**src/rtl/memory_dump_tx_pkg.sv**
```systemverilog
// Shared definitions for the instruction-store dump path: dump FSM
// encoding and the 8N1 UART frame constants.
package memory_dump_tx_pkg;

    typedef enum logic [2:0] {
        ST_IDLE,
        ST_FETCH,
        ST_SEND_HI,
        ST_SEND_LO,
        ST_NEXT
    } dump_state_t;

    localparam logic START_BIT  = 1'b0;
    localparam logic STOP_BIT   = 1'b1;
    localparam int   DATA_BITS  = 8;
    localparam int   FRAME_BITS = DATA_BITS + 2;

endpackage

```
**src/rtl/memory_dump_tx_uart.sv**
```systemverilog
// Single-byte 8N1 UART transmitter; a whole frame is preloaded into a
// shift register so the serial line comes straight from a flop.
module uart_tx_byte
    import memory_dump_tx_pkg::*;
#(
    parameter int CLKS_PER_BAUD = 868
) (
    input  logic                 CLK,
    input  logic                 RST_N,
    input  logic                 i_wr,
    input  logic [DATA_BITS-1:0] i_data,
    output logic                 o_busy,
    output logic                 o_done,
    output logic                 o_tx
);

    localparam int CNT_W = (CLKS_PER_BAUD > 1) ? $clog2(CLKS_PER_BAUD) : 1;
    localparam int IDX_W = $clog2(FRAME_BITS);

    logic [CNT_W-1:0]      baud_cnt;
    logic [IDX_W-1:0]      bit_idx;
    logic [FRAME_BITS-1:0] shreg;
    logic                  busy_r;
    logic                  baud_tick;
    logic                  last_bit;

    assign baud_tick = busy_r && (baud_cnt == CNT_W'(CLKS_PER_BAUD - 1));
    assign last_bit  = (bit_idx == IDX_W'(FRAME_BITS - 1));

    // Idle shift register is all ones so the line rests high, including during reset.
    always_ff @(posedge CLK or negedge RST_N) begin
        if (!RST_N) begin
            baud_cnt <= '0;
            bit_idx  <= '0;
            shreg    <= '1;
            busy_r   <= 1'b0;
        end else if (!busy_r) begin
            if (i_wr) begin
                busy_r   <= 1'b1;
                shreg    <= {STOP_BIT, i_data, START_BIT};
                baud_cnt <= '0;
                bit_idx  <= '0;
            end
        end else if (baud_tick) begin
            baud_cnt <= '0;
            if (last_bit) begin
                busy_r  <= 1'b0;
                bit_idx <= '0;
                shreg   <= '1;
            end else begin
                bit_idx <= bit_idx + IDX_W'(1);
                shreg   <= {STOP_BIT, shreg[FRAME_BITS-1:1]};
            end
        end else begin
            baud_cnt <= baud_cnt + CNT_W'(1);
        end
    end

    assign o_tx   = shreg[0];
    assign o_busy = busy_r;
    assign o_done = baud_tick && last_bit;

endmodule

```
**src/rtl/memory_dump_tx.sv**
```systemverilog
// Streams the whole instruction store out over UART, high byte of each
// word first, so a host can compare it against the image it loaded.
module memory_dump_tx
    import memory_dump_tx_pkg::*;
#(
    parameter int CLKS_PER_BAUD = 868,
    parameter int ADDR_W        = 5,
    parameter int WORD_W        = 16
) (
    input  logic              CLK,
    input  logic              RST_N,
    input  logic              start,
    input  logic              mem_ready,
    output logic [ADDR_W-1:0] rd_addr,
    input  logic [WORD_W-1:0] rd_data,
    output logic              busy,
    output logic              dump_done,
    output logic              UART_RXD_OUT
);

    dump_state_t          state;
    dump_state_t          next_state;
    logic [WORD_W-1:0]    word_r;
    logic                 accept;
    logic                 last_addr;
    logic                 tx_wr;
    logic [DATA_BITS-1:0] tx_data;
    logic                 tx_busy;
    logic                 tx_done;

    assign accept    = start && mem_ready && !busy;
    assign last_addr = (rd_addr == {ADDR_W{1'b1}});

    always_ff @(posedge CLK or negedge RST_N) begin
        if (!RST_N) begin
            state <= ST_IDLE;
        end else begin
            state <= next_state;
        end
    end

    // The byte request is held until the transmitter takes it; leaving on
    // its done pulse guarantees each byte is issued exactly once.
    always_comb begin
        next_state = state;
        tx_wr      = 1'b0;
        tx_data    = word_r[DATA_BITS-1:0];
        case (state)
            ST_IDLE: begin
                if (accept) next_state = ST_FETCH;
            end
            ST_FETCH: begin
                next_state = ST_SEND_HI;
            end
            ST_SEND_HI: begin
                tx_wr   = !tx_busy;
                tx_data = word_r[WORD_W-1 -: DATA_BITS];
                if (tx_done) next_state = ST_SEND_LO;
            end
            ST_SEND_LO: begin
                tx_wr = !tx_busy;
                if (tx_done) next_state = ST_NEXT;
            end
            ST_NEXT: begin
                next_state = last_addr ? ST_IDLE : ST_FETCH;
            end
            default: next_state = ST_IDLE;
        endcase
    end

    // rd_addr stops at the last word so the host-visible address shows where the dump ended.
    always_ff @(posedge CLK or negedge RST_N) begin
        if (!RST_N) begin
            rd_addr   <= '0;
            word_r    <= '0;
            busy      <= 1'b0;
            dump_done <= 1'b0;
        end else begin
            if (accept) begin
                rd_addr   <= '0;
                busy      <= 1'b1;
                dump_done <= 1'b0;
            end
            if (state == ST_FETCH) begin
                word_r <= rd_data;
            end
            if (state == ST_NEXT) begin
                if (last_addr) begin
                    busy      <= 1'b0;
                    dump_done <= 1'b1;
                end else begin
                    rd_addr <= rd_addr + ADDR_W'(1);
                end
            end
        end
    end

    uart_tx_byte #(
        .CLKS_PER_BAUD(CLKS_PER_BAUD)
    ) u_tx (
        .CLK   (CLK),
        .RST_N (RST_N),
        .i_wr  (tx_wr),
        .i_data(tx_data),
        .o_busy(tx_busy),
        .o_done(tx_done),
        .o_tx  (UART_RXD_OUT)
    );

endmodule
```
**config.mk**
```make
export PLATFORM = sky130hd
export DESIGN_NAME = memory_dump_tx
export DESIGN_NICKNAME = d
export VERILOG_FILES = /design/src/rtl/memory_dump_tx_pkg.sv /design/src/rtl/memory_dump_tx_uart.sv /design/src/rtl/memory_dump_tx.sv
export SDC_FILE = /design/constraint.sdc
export NUM_CORES = 1
export LEC_CHECK = 0
export ABC_AREA = 1
export CAP_MARGIN = 40
export CORE_MARGIN = 2
export CORE_UTILIZATION = 43
export CTS_CLUSTER_DIAMETER = 50
export CTS_CLUSTER_SIZE = 40
export DETAILED_ROUTE_END_ITERATION = 16
export PLACE_DENSITY = 0.66
export SLEW_MARGIN = 20
export SYNTH_ARGS = -nofsm -noshare
export SYNTH_HDL_FRONTEND = slang
export SYNTH_SLANG_ARGS = --single-unit
```
**constraint.sdc**
```tcl
create_clock -name CLK -period 1.43 [get_ports CLK]
set_input_delay 0.286 -clock CLK [delete_from_list [all_inputs] [get_ports CLK]]
set_output_delay 0.286 -clock CLK [all_outputs]
set_load 0.05 [all_outputs]
```
==> qor.yml, run 1 <==
power:
  ir_worst_vdd_v: 0.000468
  clkPwrFrac_pct: 31.6
  pwr-share-seq_pct: 54.7
  internal_power_w: 0.00207
  switchingPower_w: 0.000701
  leakage_nw: 1.53
  p_comb_share_pct: 13.7
  switching_share_pct: 25.3
  power_density_nw_per_um2: 818
drt:
  wirelength_mm: 5.42
  vias: 2161
  drc_errors: 0
  wl_per_cell_um: 12.5
  initialDrtViolationCount: 114
  antenna_left: 0
  routed_via_density: 4.99
  drtPass1Iterations: 4
yosys:
  synthSimpleGateAreaFrac_pct: 27.0
  synthTopCellsByArea: "dfrtp_1 40%, nand2_1 11%, dfstp_2 9.1%, nand3_1 5.4%, mux2_2 4.3%"
  synthesis.area_um2: 2590
  synth_nets: 330
  yosys.area.top_type: "dfrtp_1"
  yosysSeqAreaShare_pct: 48.6
  synth-compound-area-share_pct: 8.15
  ys_seq_elements: 50
  synth_top_family_by_area: "simple AND/OR/NAND/NOR gates"
  synth_cells: 305
  synthXorXnorAreaFrac_pct: 2.03
  yosys_warnings: 0
  synth_top_area_share_pct: 39.5
  synth_fa_ha_area_share_pct: 2.41
  synth.area.mux_share_pct: 4.73
  synth_cell_types: 28
  synth_area_per_cell_um2: 8.51
clock_network:
  cts_made_buffers: 5
  root_buffer: "clkbuf_8"
  cts_max_path_buffers: 2
  clkSinkCount: 50
  tritoncts: "built"
  htreeDepth: 2
  clk_latency_ps: 310
  path_clk_slew_ps: 100
critical_path:
  cp_max_fo: 5
  cp_slowest_cell: "dfrtp_2"
  timing.critical_path.mode_cell: "o21ai_1"
  cp_cell_sequence: "ha_4, nand2_2, nor2_2, ha_2, inv_4, nand2_4, o21ai_1, o21ai_1, nor2_1"
  cp.required_ps: 1680
  path_delay_family: "flip-flops"
  crit_buf_inv: 1
  reg2reg_slack_ps: 20
  end_kind: "flip-flop"
  crit_path_max_incr_delay_ps: 440
  arrival_ps: 1660
  path_class: "reg2reg"
  start_kind: "flip-flop"
timing:
  finalCritPeriodShare_pct: 98.5
  final-max-slew-violation-count: 0
  setup_viol: 0
  fmax_mhz: 710
  skew_ps: 6.80
  hold_viol: 0
  relSlewSlack_pct: 80.4
  worstMarginPinSlew_ps: 293
  setup_ws_ps: 20.9
  fin_tns_setup_ps: 0
  finalCriticalPeriod_ps: 1410
  rsz0062_at_grt: "yes"
floorplan:
  die_h_um: 81.7
  ios: 28
  die_area_um2: 6670
  core_area_um2: 5890
  initial_core_util_pct: 44.1
  fp-row-count: 28
  die_x_um: 81.7
layout:
  layoutNonFillerInstCount: 433
  drive_gt1_share_pct: 27.1
  layout_commonest_cell: "nand2_1"
  syn2layout_area_growth_pct: 30.7
  diodes: 0
  fin_util_pct: 57.6
  n_fill_cell: 535
  final_nets: 382
  final_cell_mix: "73 x nand2_1, 38 x dfrtp_1, 28 x nand3_1"
placed_design:
  place_hpwl_mm: 3.69
  post-place-ws_ps: 20.1
  place_inst: 421
  port_buffers: 27
  gp_congestion: 0.847
grt:
  grt_max_degree: 51
  antenna_found_initial: 0
  gr-total-overflow: 0
  grtUsageTotal_pct: 17.7
  grt_pass1_vias: 2142
  grt_pass1_wl_mm: 9.25
flow_run:
  drv_cap: 0
status:
  status: "finished clean"
hold_path:
  hold_path.class: "in2async"
cells by family (layout without fill, tap and decap cells):
| logic type | count (synthesis) | after routing |
|---|---|---|
| multiplexers | 11 | 11 |
| XOR/XNOR | 6 | 6 |
| AO/OA/AOI/OAI | 41 | 41 |
| adder cells (fa/ha/maj) | 5 | 5 |
| flip-flops | 50 | 50 |
| buffers and inverters | 40 | 92 |
| AND/OR/NAND/NOR | 152 | 153 |
layer usage:
layer | vias up | wire length [µm] | global-route usage, %
li1 | 1105 | - | -
met1 | 1015 | 2470 | 21.9
met2 | 34 | 2710 | 31.5
met3 | 7 | 156 | 2.42
met4 | 0 | 79 | 6.50
met5 | - | 0 | 0
cells in the mapped netlist:
cell     number
a21oi_1       9
buf_2         4
buf_4         3
buf_6         2
dfrtp_1      41
dfstp_2       9
ha_1          5
inv_1        26
inv_2         5
mux2_2       10
mux2i_1       1
nand2_1      77
nand2_2       2
nand2_4       2
nand3_1      28
nand3_2       2
nand3_4       2
nand4_1       5
nor2_1       26
nor2_2        2
nor2_4        1
nor3_1        4
nor3_2        1
o21ai_0      20
o21ai_1       7
o22ai_1       5
xnor2_1       4
xor2_1        2
power by group through the flow:
| stage | combinational (W) | clock, W | sequential [W] |
|---|---|---|---|
| 2_1_floorplan | 0.0000822 | 0 | 0.00161 |
| 3_3_place_gp | 0.000376 | 0 | 0.00154 |
| 6_report | 0.000380 | 0.000877 | 0.00152 |
| 4_1_cts | 0.000384 | 0.000896 | 0.00152 |
| 3_5_place_dp | 0.000381 | 0 | 0.00154 |
| 5_1_grt | 0.000416 | 0.000944 | 0.00153 |
cell type report:
cell class	instances	area (µm²)	share of cell area, %
flip-flops and latches	50	1270	37.3
clock inverters	1	5.00	0.148
multi-input cells	216	1260	37.3
inverters	31	119	3.50
repair buffers	53	557	16.4
well taps	75	93.8	2.77
clock buffers	7	86.3	2.55
tightest hold or removal path, cell delays in order:
cell,delay [ps]
dlygate4sd3_1,520
buf_2,120
buf_12,260
registers in the layout (all words and copies together), names as in the netlist:
signal and cells:
u_tx.shreg 9, state 3, rd_addr 5, dump_done 1, busy 1, u_tx.bit_idx 4
u_tx.baud_cnt 10, word_r 16, u_tx.o_busy 1
through the flow:
stage                     hold WS (ps)  cell area, µm²  power (W)
after detailed placement           298            3180    0.00192
after floorplan                  -9.59            2620    0.00170
after global placement             301            3180    0.00192
after CTS                          491            3280    0.00280
final                              486            3390    0.00277
after global routing               507            3390    0.00288
worst paths after layout:
path / startpoint / depth (start not counted) / end
setup / recovery: rd_addr[0] / 9 / rd_addr[3]
hold / removal: RST_N / 3 / state[2]
setup reg to reg: rd_addr[0] / 9 / rd_addr[3]
hold reg to reg: u_tx.shreg[7] / 2 / u_tx.shreg[7]
max in group asynchronous: RST_N / 3 / u_tx.shreg[6]
min in group CLK: u_tx.shreg[7] / 2 / u_tx.shreg[7]
timing repair:
item	4_1_cts	5_1_grt
endpoints found under the hold margin	41	0
gates cloned	0	2
hold buffers	1	0
pin swaps	0	7
setup endpoints to repair	1	14
setup buffers	0	1
resized for setup	1	24
No activity file was read; power rests on OpenSTA's default activity.
==> run 2, diff against run 1 <==
--- a/config.mk
+++ b/config.mk
@@ -12,8 +12,10 @@
 export CTS_CLUSTER_DIAMETER = 50
 export CTS_CLUSTER_SIZE = 40
 export DETAILED_ROUTE_END_ITERATION = 16
+export MAX_ROUTING_LAYER = met4
 export PLACE_DENSITY = 0.66
-export SLEW_MARGIN = 20
+export SETUP_SLACK_MARGIN = 0.02
+export SLEW_MARGIN = 0
 export SYNTH_ARGS = -nofsm -noshare
 export SYNTH_HDL_FRONTEND = slang
 export SYNTH_SLANG_ARGS = --single-unit
==> run 2 against run 1 <==
Final cell count increased by 0.46%. Critical path depth did not move. Routed wire length down 1.1%. Die area unchanged. Register-to-register slack improved by 40 ps. First-iteration DRC count is 22% lower. Maximum frequency is 2.8% higher. Sequential power hardly changed. Design area up 2.0%.
==> qor.yml, run 2 (synthesized netlist as in run 1, its figures left out) <==
clock_network:
  clkSinkCount: 50
  root_buffer: "clkbuf_8"
  path_clk_slew_ps: 90
  cts_made_buffers: 5
  htreeDepth: 2
  cts_max_path_buffers: 2
  clk_latency_ps: 300
  tritoncts: "built"
layout:
  drive_gt1_share_pct: 29.4
  largestRegisters: "word_r x16, u_tx.baud_cnt x10, u_tx.shreg x9"
  largest_reg_flops: 16
  layout_commonest_cell: "nand2_1"
  top_register: "word_r"
  final_nets: 384
  fin_util_pct: 58.8
  design_area_um2: 3460
  syn2layout_area_growth_pct: 33.3
  diodes: 0
  n_fill_cell: 535
  final_cell_mix: "73 x nand2_1, 37 x dfrtp_1, 27 x nand3_1"
critical_path:
  cp_slowest_cell: "dfrtp_2"
  cp_max_fo: 5
  cp_cell_sequence: "ha_4, nand2_2, nor2_2, ha_2, inv_4, nand2_4, o21ai_2, o21ai_1, nor2_1"
  start_kind: "flip-flop"
  path_class: "reg2reg"
  crit_path_max_incr_delay_ps: 430
  path_delay_family: "flip-flops"
  cp.required_ps: 1670
  arrival_ps: 1610
  crit_buf_inv: 1
  end_kind: "flip-flop"
timing:
  setup_viol: 0
  skew_ps: 4.38
  worstMarginPinSlew_ps: 313
  relSlewSlack_pct: 79.1
  finalCriticalPeriod_ps: 1370
  finalCritPeriodShare_pct: 95.8
  fin_tns_setup_ps: 0
  fmax_mhz: 730
  setup_ws_ps: 59.7
  final-max-slew-violation-count: 0
  rsz0062_at_grt: "yes"
  holdWs_ps: 488
  hold_viol: 0
grt:
  met3_usage_pct: 3.41
  grt_pass1_wl_mm: 9.22
  grt_max_degree: 51
  antenna_found_initial: 0
  busiest_layer: "met2"
  grt_pass1_vias: 2149
  gr-total-overflow: 0
  grtUsageTotal_pct: 18.4
  grt_util_met2_pct: 32.4
  gr-usage-met1_pct: 21.6
placed_design:
  post-place-ws_ps: -21.4
  place_hpwl_mm: 3.77
  dpl-instance-area_um2: 3170
  gp_congestion: 0.840
  port_buffers: 27
drt:
  initialDrtViolationCount: 89
  drtPass1Iterations: 4
  wirelength_mm: 5.37
  routed_via_density: 5.06
  wl_per_cell_um: 12.3
  vias: 2200
  antenna_left: 0
  drc_errors: 0
floorplan:
  ios: 28
  initial_core_util_pct: 44.1
  fp-row-count: 28
  die_x_um: 81.7
  die_area_um2: 6670
  die_h_um: 81.7
  core_area_um2: 5890
status:
  status: "finished clean"
flow_run:
  drv_cap: 0
power:
  ir_worst_vdd_v: 0.000464
  leakage_nw: 1.57
  power_density_nw_per_um2: 832
hold_path:
  hold_path.class: "reg2reg"
run 2: cell types whose count changed in the layout (fill, tap and decap cells not counted), moves of 2 or more:
cell     change
nand2_4      +3
o21ai_2      +4
buf_4        +2
nand3_2      +2
nand2_2      -2
o21ai_0      -6
o21ai_1      +2
run 2: report_power, final:
part           internal, W  switching [W]
clock             0.000524       0.000451
sequential         0.00148      0.0000360
combinational     0.000205       0.000182
total              0.00221       0.000669
run 2: cell type report:
cell class	instances	area, µm²	share of cell area [%]
clock buffers	7	76.3	2.21
clock inverters	1	30.0	0.868
inverters	31	119	3.44
multi-input cells	216	1280	37.2
flip-flops and latches	50	1270	36.6
well taps	75	93.8	2.71
repair buffers	55	587	17.0
run 2: metrics by stage:
step / instances / power (W)
2_1_floorplan: 305 / 0.00170
3_3_place_gp: 420 / 0.00191
3_5_place_dp: 420 / 0.00192
4_1_cts: 430 / 0.00291
5_1_grt: 435 / 0.00301
6_report: 435 / 0.00288
run 2: per-layer routing:
metal,up-vias,wire length (µm),part of all wire [%]
li1,1098,-,-
met1,1051,2380,44
met2,47,2710,50
met3,4,230,4.3
met4,0,42,0.78
met5,-,0,0
run 2: final timing paths:
kind	from	to	slack (ps)	cells past startpoint
hold / removal	u_tx.shreg[5]	u_tx.shreg[5]	490	2
min in group asynchronous	RST_N	dump_done	510	3
setup / recovery	rd_addr[0]	rd_addr[3]	60	9
hold reg to reg	u_tx.shreg[5]	u_tx.shreg[5]	490	2
max in group asynchronous	RST_N	u_tx.shreg[2]	630	3
setup reg to reg	rd_addr[0]	rd_addr[3]	60	9
run 2: worst reg2reg max path: cells and delay by family, from the launching register on:
kind,cells,cell delay (ps)
compound gates,2,190
flops,1,430
simple gates,4,260
buf+inv,1,80
fa+ha+maj,2,360
run 2: repair_timing:
item                                   in CTS  in global routing
pin swaps                                   0                  8
resized for setup                           1                 39
setup endpoints to repair                   2                 23
cloned                                      1                  1
setup buffers                               0                  4
hold buffers                                1                  0
endpoints found under the hold margin      41                  0
